--- config.mk ---
export PLATFORM = sky130hd
export DESIGN_NAME = uart_param
export DESIGN_NICKNAME = d
export VERILOG_FILES = /design/src/rtl/uart_param.sv
export SDC_FILE = /design/constraint.sdc
export NUM_CORES = 1
export LEC_CHECK = 0
export ABC_AREA = 1
export CORE_MARGIN = 5
export CORE_UTILIZATION = 40
export DETAILED_ROUTE_END_ITERATION = 16
export SETUP_SLACK_MARGIN = 0.02
export SYNTH_ARGS = -nofsm -noshare
export SYNTH_HDL_FRONTEND = slang
export SYNTH_SLANG_ARGS = --single-unit
--- constraint.sdc ---
create_clock -name clk -period 2.1 [get_ports clk]
set_input_delay 0.42 -clock clk [delete_from_list [all_inputs] [get_ports clk]]
set_output_delay 0.42 -clock clk [all_outputs]
set_load 0.02 [all_outputs]
--- src/rtl/uart_param.sv ---
// Parametrised full-duplex UART: TX starts the cycle after tx_start_tick and ignores requests while busy.
// RX pushes to the FIFO on the mid-stop sample (+2 sync cycles); a full FIFO drops the frame and flags overrun.
module uart_param #(
   parameter int CLK_PER_BIT   = 1250,
   parameter int DATA_BITS     = 8,
   parameter int PARITY        = 0,
   parameter int STOP_BITS     = 1,
   parameter int RX_FIFO_DEPTH = 4
) (
   input  logic                 clk,
   input  logic                 reset,
   input  logic                 rx,
   output logic                 tx,
   input  logic [DATA_BITS-1:0] tx_data,
   input  logic                 tx_start_tick,
   output logic                 tx_busy,
   output logic                 tx_done_tick,
   output logic [DATA_BITS-1:0] rx_data,
   output logic                 rx_valid,
   input  logic                 rx_read_tick,
   output logic                 rx_ready_tick,
   output logic                 rx_frame_err,
   output logic                 rx_parity_err,
   output logic                 rx_overrun,
   input  logic                 rx_err_clear
);
   localparam int CW = $clog2(CLK_PER_BIT);
   localparam int AW = $clog2(RX_FIFO_DEPTH);
   localparam logic [CW-1:0] CNT_MAX   = CW'(CLK_PER_BIT - 1);
   localparam logic [CW-1:0] HALF_MAX  = CW'(CLK_PER_BIT / 2 - 1);
   localparam logic [3:0]    LAST_BIT  = 4'(DATA_BITS - 1);
   localparam logic [3:0]    STOP_LAST = 4'(STOP_BITS - 1);
   localparam logic          PAR_ODD   = (PARITY == 2);
   localparam logic [AW:0]   FULL_CNT  = (AW+1)'(RX_FIFO_DEPTH);

   typedef enum logic [2:0] {S_IDLE, S_START, S_DATA, S_PARITY, S_STOP, S_WAIT_HIGH} state_t;

   state_t                tx_state;
   logic [CW-1:0]         tx_cnt;
   logic [3:0]            tx_bit;
   logic [DATA_BITS-1:0]  tx_shift;
   logic                  tx_par;

   always_ff @(posedge clk) begin
      if (reset) begin
         tx_state     <= S_IDLE;
         tx_cnt       <= '0;
         tx_bit       <= '0;
         tx_shift     <= '0;
         tx_par       <= 1'b0;
         tx           <= 1'b1;
         tx_busy      <= 1'b0;
         tx_done_tick <= 1'b0;
      end else begin
         tx_done_tick <= 1'b0;
         if (tx_state == S_IDLE) begin
            if (tx_start_tick) begin
               tx_shift <= tx_data;
               tx_par   <= (^tx_data) ^ PAR_ODD;
               tx       <= 1'b0;
               tx_busy  <= 1'b1;
               tx_cnt   <= '0;
               tx_state <= S_START;
            end
         end else if (tx_cnt != CNT_MAX) begin
            tx_cnt <= tx_cnt + 1'b1;
         end else begin
            tx_cnt <= '0;
            case (tx_state)
               S_START: begin
                  tx       <= tx_shift[0];
                  tx_bit   <= '0;
                  tx_state <= S_DATA;
               end
               S_DATA: begin
                  if (tx_bit != LAST_BIT) begin
                     tx_shift <= tx_shift >> 1;
                     tx       <= tx_shift[1];
                     tx_bit   <= tx_bit + 1'b1;
                  end else if (PARITY != 0) begin
                     tx       <= tx_par;
                     tx_state <= S_PARITY;
                  end else begin
                     tx       <= 1'b1;
                     tx_bit   <= '0;
                     tx_state <= S_STOP;
                  end
               end
               S_PARITY: begin
                  tx       <= 1'b1;
                  tx_bit   <= '0;
                  tx_state <= S_STOP;
               end
               S_STOP: begin
                  if (tx_bit != STOP_LAST) begin
                     tx_bit <= tx_bit + 1'b1;
                  end else begin
                     tx_busy      <= 1'b0;
                     tx_done_tick <= 1'b1;
                     tx_state     <= S_IDLE;
                  end
               end
               default: tx_state <= S_IDLE;
            endcase
         end
      end
   end

   logic                  rx_s1, rx_s2, rx_d;
   state_t                rx_state;
   logic [CW-1:0]         rx_cnt;
   logic [3:0]            rx_bit;
   logic [DATA_BITS-1:0]  rx_shift;
   logic                  rx_bad;
   logic                  sample, fall, par_exp, push, wr, pop, full;
   logic [DATA_BITS-1:0]  mem [RX_FIFO_DEPTH];
   logic [AW-1:0]         wr_ptr, rd_ptr;
   logic [AW:0]           count;

   assign fall    = rx_d & ~rx_s2;
   assign sample  = (rx_state == S_START) ? (rx_cnt == HALF_MAX) : (rx_cnt == CNT_MAX);
   assign par_exp = (^rx_shift) ^ PAR_ODD;
   assign push    = (rx_state == S_STOP) && sample && rx_s2 && !rx_bad;
   assign full    = (count == FULL_CNT);
   assign pop     = rx_read_tick && (count != '0);
   // A pop in the same cycle frees the slot, so a push into a full FIFO still lands.
   assign wr      = push && (!full || pop);
   assign rx_data  = mem[rd_ptr];
   assign rx_valid = (count != '0);

   always_ff @(posedge clk) begin
      if (reset) begin
         rx_s1         <= 1'b1;
         rx_s2         <= 1'b1;
         rx_d          <= 1'b1;
         rx_state      <= S_IDLE;
         rx_cnt        <= '0;
         rx_bit        <= '0;
         rx_shift      <= '0;
         rx_bad        <= 1'b0;
         rx_frame_err  <= 1'b0;
         rx_parity_err <= 1'b0;
      end else begin
         rx_s1 <= rx;
         rx_s2 <= rx_s1;
         rx_d  <= rx_s2;
         if (rx_state == S_IDLE || rx_state == S_WAIT_HIGH || sample)
            rx_cnt <= '0;
         else
            rx_cnt <= rx_cnt + 1'b1;
         // Clear first so that a same-cycle error assignment below wins.
         if (rx_err_clear) begin
            rx_frame_err  <= 1'b0;
            rx_parity_err <= 1'b0;
         end
         case (rx_state)
            S_IDLE: if (fall) rx_state <= S_START;
            S_START: if (sample) begin
               if (rx_s2) begin
                  rx_state <= S_IDLE;
               end else begin
                  rx_bit   <= '0;
                  rx_bad   <= 1'b0;
                  rx_state <= S_DATA;
               end
            end
            S_DATA: if (sample) begin
               rx_shift <= {rx_s2, rx_shift[DATA_BITS-1:1]};
               if (rx_bit != LAST_BIT) rx_bit <= rx_bit + 1'b1;
               else rx_state <= (PARITY != 0) ? S_PARITY : S_STOP;
            end
            S_PARITY: if (sample) begin
               if (rx_s2 != par_exp) begin
                  rx_bad        <= 1'b1;
                  rx_parity_err <= 1'b1;
               end
               rx_state <= S_STOP;
            end
            S_STOP: if (sample) begin
               if (!rx_s2) begin
                  rx_frame_err <= 1'b1;
                  rx_state     <= S_WAIT_HIGH;
               end else begin
                  rx_state <= S_IDLE;
               end
            end
            S_WAIT_HIGH: if (rx_s2) rx_state <= S_IDLE;
            default: rx_state <= S_IDLE;
         endcase
      end
   end

   always_ff @(posedge clk) begin
      if (reset) begin
         for (int i = 0; i < RX_FIFO_DEPTH; i++) mem[i] <= '0;
         wr_ptr        <= '0;
         rd_ptr        <= '0;
         count         <= '0;
         rx_ready_tick <= 1'b0;
         rx_overrun    <= 1'b0;
      end else begin
         rx_ready_tick <= wr;
         if (wr) begin
            mem[wr_ptr] <= rx_shift;
            wr_ptr      <= wr_ptr + 1'b1;
         end
         if (pop) rd_ptr <= rd_ptr + 1'b1;
         if (wr && !pop) count <= count + 1'b1;
         else if (pop && !wr) count <= count - 1'b1;
         if (rx_err_clear) rx_overrun <= 1'b0;
         if (push && !wr) rx_overrun <= 1'b1;
      end
   end
endmodule

==> impl_metrics.toml <==
[die]
start_util = 0.407
rows = 41
fp.dieArea_sq_mm = 0.0152
die_w_um = 123
fp.dieH_um = 123
coreArea_sq_mm = 0.0126
io-pin-count = 30

[timing]
fin_crit_sh = 0.992
finClkSkew_ns = 0.0122
rsz0062_at_grt = "true"
min_period_ns = 2.08
tns_ns = 0
max_freq_mhz = 480
slew_viol_final = 0
worst_slew_pin_slew_ns = 0.390
relSlewSlack = 0.738
setup_viol = 0
final-hold-violation-count = 0

[cts]
cts_tree = "done"
insertion_delay_ns = 0.35
holdBufCountCts = 0
cts_max_level = 3
cts_sinks = 104
cts_buffers = 9
clockRootBuffer = "clkbuf_16"
clock_path_buffers = 2
clk_pin_slew_ns = 0.07

[logic_synthesis]
synth.distinct_cells = 42
synth_cells = 651
synth-simple-area-share = 0.287
synth_fp_nets = 673
yosysSeqAreaShare = 0.469
synth_warnings = 0
synth_compound_area_frac = 0.133
synth_area_sq_mm = 0.00512
synthMuxAreaShare = 0
synthAdderAreaFrac = 0.0210
avgSynthCellArea_sq_um = 7.86
synthXorXnorAreaFrac = 0.0205
synth_top_family_by_area = "simple AND/OR/NAND/NOR gates"
ys_ff_latch = 104

[power_and_ir_drop]
combPwrFrac = 0.357
p_int_mw = 4.11
p_leak_nw = 2.42
seqPwrFrac = 0.383
peakVddDrop_mv = 0.565
p_clk_frac = 0.260
pwr_density_cell_mw_per_mm2 = 1010
p_switching_mw = 2.28
switching_share = 0.357

[setup_path]
r2r_end = "count[2]"
worstSetupEndpointType = "flop"
cp_slowest_stage_delay_ns = 0.38
r2r-start = "rx_state[1]"
rr_worst_depth = 14
cp_cell_sequence = "inv_6 > buf_6 > nand3_4 > nand3_4 > nand2_4 > nand4_4 > nor2_4 > ha_4 > inv_2 > fa_2 > a21oi_2 > o21ai_1 > o21ai_1 > a21oi_1"
r2r_slack_ns = 0.02
slowest_stage = "dfxtp_4"
cp.arrival_ns = 2.31
worst_ep_required_time_ns = 2.33
critical_path_class = "reg -> reg"
cp_max_fo = 5
start_kind = "flop"

[routing]
met1_length_mm = 5.57
topRoutingLayerUsed = "met4"
wl_met3_um = 390
wl_per_cell_um = 12.9
wl_met2_mm = 5.46
vias = 4447
drtIter0Drc = 278
drtAntennaViolNets = 0
totalWireLength_mm = 11.6
drtPass1Iterations = 6
vias_per_cell = 4.96
route.detailed.drc = 0

[finish]
design_area_sq_mm = 0.00630
nNetsFinal = 742
layout-drive-gt1-share = 0.168
n_antenna_cell = 0
syn_to_final_growth_pct = 23.2
utilization = 0.501

[run_status]
status = "completed"

[hold_path]
min_to = "tx_shift[0]"
hold_path.startpoint = "tx_shift[0]"
hold_path_depth = 2
hp-class = "reg -> reg"

[place]
hpwlAfterDp_mm = 8.01
dpl_cell_area_sq_mm = 0.00586
numPortBuffers = 29
gp_congestion = 0.861

[grt]
globalRouteOverflowTotal = 0
grt.total_usage = 0.161
grt_max_degree = 26
grt_pass1_wl_mm = 19.7
grt_pass1_vias = 4339
antenna_found_initial = 0

[job]
maxCapViolations = 0
[synth_stat cells (all sizes together)]
cell type / count / area (sq um)
dfxtp: 72 / 1440
nor2: 91 / 372
nor3b: 5 / 37.5
xnor2: 3 / 26.3
o22ai: 8 / 50.1
nand4: 9 / 77.6
o211a: 1 / 10.0
buf: 9 / 72.6
nand2: 148 / 586
edfxtp: 32 / 961
o211ai: 7 / 52.6
ha: 7 / 87.6
a21oi: 54 / 270
nand3b: 3 / 22.5
o21bai: 3 / 22.5
or2: 3 / 18.8
fa: 1 / 20.0
nor4: 1 / 6.26
inv: 63 / 239
o21ai: 52 / 268
o31ai: 1 / 7.51
xor2: 9 / 78.8
nand3: 33 / 183
clkbuf: 9 / 33.8
clkinv: 2 / 7.51
nor3: 25 / 166
[placed cells by master, fill, tap and decap left out, types with 6 or more instances in the layout]
cell	count
dfxtp_1	63
nor2_1	81
o21ai_0	46
nand2_1	138
clkbuf_16	9
edfxtp_1	32
nor3_2	6
o22ai_1	8
nand2_2	6
a21oi_1	53
nor2_2	6
ha_1	6
nand4_1	7
inv_2	10
nand3_1	29
dlygate4sd2_1	8
xor2_1	9
clkdlybuf4s50_1	21
inv_1	51
o211ai_1	7
nor3_1	18
buf_4	42
[critical path: cells and delay by family, from the launching register on]
kind                     cells  cell delay, ns
AND/OR/NAND/NOR              5            0.51
adder cells (fa/ha/maj)      2            0.50
AO/OA/AOI/OAI                4            0.40
flip-flops                   1            0.38
buffers and inverters        3            0.20
[power groups by stage]
stage | Sequential (mW) | Clock (mW) | Combinational [mW]
6_report | 2.45 | 1.66 | 2.28
5_1_grt | 2.47 | 1.75 | 2.55
4_1_cts | 2.41 | 1.70 | 2.15
3_5_place_dp | 2.45 | 0 | 2.14
3_3_place_gp | 2.44 | 0 | 2.12
2_1_floorplan | 2.41 | 0 | 1.40
[state kept, by name, summed over array words and instances, names as in the netlist, named ones only]
| register | count |
|---|---|
| tx_done_tick | 1 |
| rx_bit | 4 |
| mem | 32 |
| tx_bit | 4 |
| tx | 1 |
| rx_shift | 8 |
| count | 3 |
| rd_ptr | 2 |
| rx_overrun | 1 |
| rx_parity_err | 1 |
| rx_bad | 1 |
| rx_frame_err | 1 |
| tx_busy | 1 |
| tx_shift | 8 |
| tx_state | 3 |
| tx_cnt | 11 |
| wr_ptr | 2 |
| rx_state | 3 |
| rx_s2 | 1 |
| rx_d | 1 |
| rx_ready_tick | 1 |
| rx_s1 | 1 |
| rx_cnt | 11 |
[final cells by class]
class	count	area, sq um
tap	172	215
sequential	104	2420
clock buffer	11	233
fill	1193	6270
inverter	65	251
timing repair buffer	76	687
clock inverter	5	56.3
multi-input combinational	464	2440
[how the worst max path moves through the flow]
stage               endpoint          from  cells after the start  slack, ns
global placement    count[2]  rx_read_tick                     12      -0.21
CTS                 count[2]   rx_state[0]                     13       0.02
finish              count[2]   rx_state[1]                     14       0.02
detailed placement  count[2]  rx_read_tick                     12      -0.21
floorplan           count[2]   rx_state[2]                     14       0.03
global route        count[2]   rx_state[1]                     14      -0.10
[cells by family (layout without fill, tap and decap cells)]
logic type	count (synthesis)	after routing
xor gates and xnor gates	12	12
buffers and inverters	83	157
and+or+nand+nor	318	318
AOI/OAI and AO/OA	126	126
adders and majority gates	8	8
DFF	104	104
[metrics by stage]
step           instances  power, mW  worst slack [ns]  hold slack (ns)
6_report             897       6.39            0.0167            0.461
5_1_grt              897       6.78            -0.101            0.470
4_1_cts              893       6.27            0.0247            0.459
3_5_place_dp         873       4.59            -0.206            0.450
3_3_place_gp         873       4.56            -0.205            0.434
2_1_floorplan        651       3.81            0.0293            0.389
[metal layers]
layer | up-vias | global-route usage
met5 | - | 0
met4 | 0 | 0.0657
met3 | 10 | 0.0229
met2 | 78 | 0.263
met1 | 2049 | 0.214
li1 | 2310 | -
[timing repair]
item,in CTS,in global routing
setup endpoints to repair,10,31
endpoints found under the hold margin,0,0
pin swaps,4,13
setup buffers,4,4
resized for setup,13,36
Note: power is estimated with default switching activity, not from simulation.
==> edit 1: new RTL, config.mk and constraints unchanged <==
Set the parameter `PARITY` to 1 (it was 0).
--- a/src/rtl/uart_param.sv
+++ b/src/rtl/uart_param.sv
@@ -4,5 +4,5 @@
    parameter int CLK_PER_BIT   = 1250,
    parameter int DATA_BITS     = 8,
-   parameter int PARITY        = 0,
+   parameter int PARITY        = 1,
    parameter int STOP_BITS     = 1,
    parameter int RX_FIFO_DEPTH = 4
Behaviour: no difference found for any inputs over 10 cycles, from zero or initial values and one cycle with reset high; that may be too few to reach the edited logic, so the function may still have changed.
==> edit 1 against the unedited design <==
  * Clock power increased by 7%
  * Largest cell class unchanged
  * Core utilization up 0.22 points
  * Final area is 1.7% higher
  * First-iteration DRC count is 15% higher
  * Worst setup slack improved by 37 ps
  * Largest power group unchanged
  * Area after synthesis rose by 2.2%
  * Wire length fell by 0.79%
  * Highest routed layer unchanged
  * Total power is 4.8% higher
  * Clock skew fell by 3.1 ps
  * Sequential cell count rose by 1
==> edit 1: results <==
set metrics [dict create \
    post_cts_resized 18 \
    layoutNonFillerInstCount 915 \
    detail_route.wl_per_cell_microns 12.6 \
    critPathArrivalTime_ps 2280 \
    hold_violations 0 \
    grt_max_degree 32 \
    clock_net_power_mw 1.77 \
    synth_compound_area_share_pct 11.6 \
    swShare_pct 36.3 \
    synth_fp_nets 693 \
    met3_usage_pct 4.55 \
    met2_usage_pct 25.8 \
    dr_wl_met2_microns 5640 \
    powerDensity_nw_per_um2 1050 \
    grt_pass1_vias 4509 \
    dp.cells 887 \
    grt_usage_pct 15.1 \
    ys_top_cells_by_count "139 x nand2_1, 88 x nor2_1, 73 x dfxtp_1" \
    peakVddDrop_mv 0.620 \
    p_leak_nw 2.49 \
    hold_ws_ps 452 \
    wirelength_met1_microns 5150 \
    crit_fanout 3 \
    cts_setup_buffers 9 \
    grt_pass1_wl_microns 19900 \
    wl_met3_microns 562 \
    met1_usage_pct 18.4 \
    num_vias 4614 \
    min-delay-start "rx_bad" \
    min_delay_worst_endpoint "rx_bad" \
    status "completed" \
    critPathTopFamily "adder cells" \
    place_congestion 0.803 \
    syn_area_per_cell_sq_um 7.80 \
    pre_cts_slack_ps -236 \
    placed_area_sq_um 5900 \
    synth_cell_types 41 \
    rr_startpoint "rx_cnt[7]" \
    tightest_slew_ps 404 \
    synthXorXnorAreaFrac_pct 2.51 \
    dpl.hpwl_microns 8310 \
    yosys.area_share.adder_pct 2.06 \
    reg2reg_setup_slack_ps 50 \
]
[edit 1: cell count changes after synthesis, sizes merged, moves of 3 or more]
cell    change
a21oi       -4
inv         +7
nand2       -4
nand3      +20
nand4       +3
nor2        +5
o211ai      -7
xnor2       +4
[edit 1: layout make-up]
| cell class | count | area (sq um) |
|---|---|---|
| multi-input combinational | 476 | 2520 |
| clock buffer | 11 | 233 |
| sequential | 105 | 2440 |
| tap | 172 | 215 |
| inverter | 72 | 274 |
| timing repair buffer | 74 | 647 |
| fill | 1254 | 6310 |
| clock inverter | 5 | 78.8 |
[edit 1: worst reg2reg max path: stages, from the launching register on]
cell and delay [ps]:
dfxtp_2 330, inv_2 80, nand2_2 60, nor2_2 80, nand2_1 80, nand2_2 100, nand4_4 110, nor2_4 100
ha_2 170, inv_2 50, fa_2 370, a21oi_2 140, o21ai_1 90, o21ai_1 130, a21oi_1 50
==> edit 2: new RTL, same settings <==
Made on the original files. The 6 states of `state_t` get a one-hot encoding in 6 bits.
--- a/src/rtl/uart_param.sv
+++ b/src/rtl/uart_param.sv
@@ -34,5 +34,5 @@
    localparam logic [AW:0]   FULL_CNT  = (AW+1)'(RX_FIFO_DEPTH);
 
-   typedef enum logic [2:0] {S_IDLE, S_START, S_DATA, S_PARITY, S_STOP, S_WAIT_HIGH} state_t;
+   typedef enum logic [5:0] {S_IDLE = 6'b000001, S_START = 6'b000010, S_DATA = 6'b000100, S_PARITY = 6'b001000, S_STOP = 6'b010000, S_WAIT_HIGH = 6'b100000} state_t;
 
    state_t                tx_state;
Formal check against the unedited RTL: same outputs for any inputs over 10 cycles, from zero or initial values and one cycle with reset high; not proved beyond that.
==> edit 2 against the unedited design <==
  * Final area decreased by 4.2%
  * Non-clock buffer count decreased by 8
  * Critical path depth decreased by 2
  * Sequential share of layout area increased by 1.8 points
  * Total power decreased by 1.5%
  * Worst setup slack improved by 3.6 ps
  * Largest power group unchanged
  * Sequential power increased by 4%
  * Wire length decreased by 10%
  * Sequential cell count increased by 1
  * Clock power increased by 5%
  * Area after synthesis decreased by 2.6%
  * Critical endpoint unchanged
==> edit 2: results <==
set metrics [dict create \
    ys_seq_area_share_pct 48.6 \
    crit_path_top_delay_cell "fa_2" \
    met3_usage_pct 2.92 \
    min-delay-start "rx_s1" \
    synthTopCellsByArea "dfxtp_1 29%, edfxtp_1 19%, nand2_1 6.8%, nor2_1 6.4%, o21ai_0 6.2%" \
    peakVddDrop_mv 0.668 \
    fin_skew_ps 8.23 \
    holdPathStages 1 \
    yosys_warnings 0 \
    grt_pass1_vias 3946 \
    dr.pass1.iters 4 \
    die_area_sq_um 14800 \
    cts_buffers 9 \
    tightest_slew_ps 552 \
    grt_usage_pct 15.1 \
    place_congestion 0.806 \
    h-tree-depth 3 \
    detail_route.wl_per_cell_microns 12.2 \
    grt_pass1_wl_microns 18200 \
    synth_cell_types 39 \
    min_delay_worst_endpoint "rx_s2" \
    met2_usage_pct 24.4 \
    ys_top_cells_by_count "90 x nand2_1, 85 x nor2_1, 73 x dfxtp_1" \
    p_leak_nw 2.23 \
    status "completed" \
    synth_fp_nets 638 \
    placed_area_sq_um 5620 \
    nets 702 \
    crit_path_max_incr_delay_ps 350 \
    fillCellCount 1191 \
    viasPerCell 4.85 \
    swShare_pct 35.3 \
    port_buffers 28 \
    drtIter0Drc 182 \
    largestRegisters "mem (32), rx_cnt (11), tx_cnt (11)" \
    drive_above_1_share_pct 17.5 \
    met1_usage_pct 19.6 \
    crit_fanout 4 \
    dpl.hpwl_microns 7630 \
    reg2reg_depth 12 \
    postRouteAntennaNets 0 \
]
==> edit 2: cell types whose count changed in the layout (fill, tap and decap cells not counted), sizes merged, moves of 4 or more <==
cell / change
nand2: -55
o21ai: +11
dlygate4sd2: -7
a21oi: +4
xor2: -6
clkbuf: +5
inv: +13
buf: -7
o211ai: -7
nand4: +4
nor2: +4
nand3: +5
==> edit 2: worst max path at each step <==
stage	startpoint	end	slack, ps	depth (start not counted)
floorplan	rx_state[4]	mem[2][0]	20	9
global placement	rx_read_tick	count[2]	-130	12
detailed placement	rx_read_tick	count[2]	-190	12
CTS	rx_state[1]	count[2]	20	12
global route	rx_state[2]	count[2]	-140	14
finish	rx_state[1]	count[2]	20	12
==> edit 2: cell families after synthesis <==
| kind of cell | count (synthesis) | share of synthesized area, % |
|---|---|---|
| AO/OA/AOI/OAI | 134 | 14.1 |
| adder cells (fa/ha/maj) | 8 | 2.16 |
| other | 1 | 0.0752 |
| AND/OR/NAND/NOR | 270 | 26.4 |
| XOR/XNOR | 6 | 1.05 |
| flip-flops | 105 | 48.6 |
| buffers and inverters | 92 | 7.61 |
==> edit 2: power by group through the flow <==
stage          Clock, mW  Combinational [mW]  Sequential (mW)
6_report            1.74                2.01             2.55
5_1_grt             1.88                2.29             2.58
4_1_cts             1.79                2.03             2.54
3_5_place_dp           0                2.03             2.56
3_3_place_gp           0                1.98             2.55
2_1_floorplan          0                1.39             2.54
==> edit 2: layout make-up <==
| type | count | area, sq um | area share, % |
|---|---|---|---|
| inverter | 76 | 289 | 4.79 |
| multi-input combinational | 419 | 2230 | 37.0 |
| timing repair inverter | 1 | 7.51 | 0.124 |
| clock buffer | 10 | 239 | 3.96 |
| sequential | 105 | 2430 | 40.2 |
| clock inverter | 6 | 73.8 | 1.22 |
| tap | 168 | 210 | 3.48 |
| timing repair buffer | 68 | 553 | 9.16 |
==> edit 2: metal layers <==
layer  wire length, microns  part of all wire [%]
met3                    307                   2.9
met5                      0                     0
met2                   4970                    48
met1                   4950                    47
met4                    204                   2.0
==> edit 2: timing repair <==
action	4_1_cts	5_1_grt
gates cloned	1	0
setup buffers	4	7
endpoints found under the setup margin	9	26
pin swaps	6	4
resized for setup	16	22
==> edit 2: metrics by stage <==
stage                     total power [mW]  setup slack (ps)  hold slack [ps]  cells  setup TNS (ps)
after floorplan                       3.93              17.7              389    616               0
after global placement                4.53              -129              393    825            -156
after detailed placement              4.59              -189              409    825            -278
after CTS                             6.36              16.1              425    846               0
after global routing                  6.75              -143              444    853           -1540
final                                 6.30              20.3              424    853               0
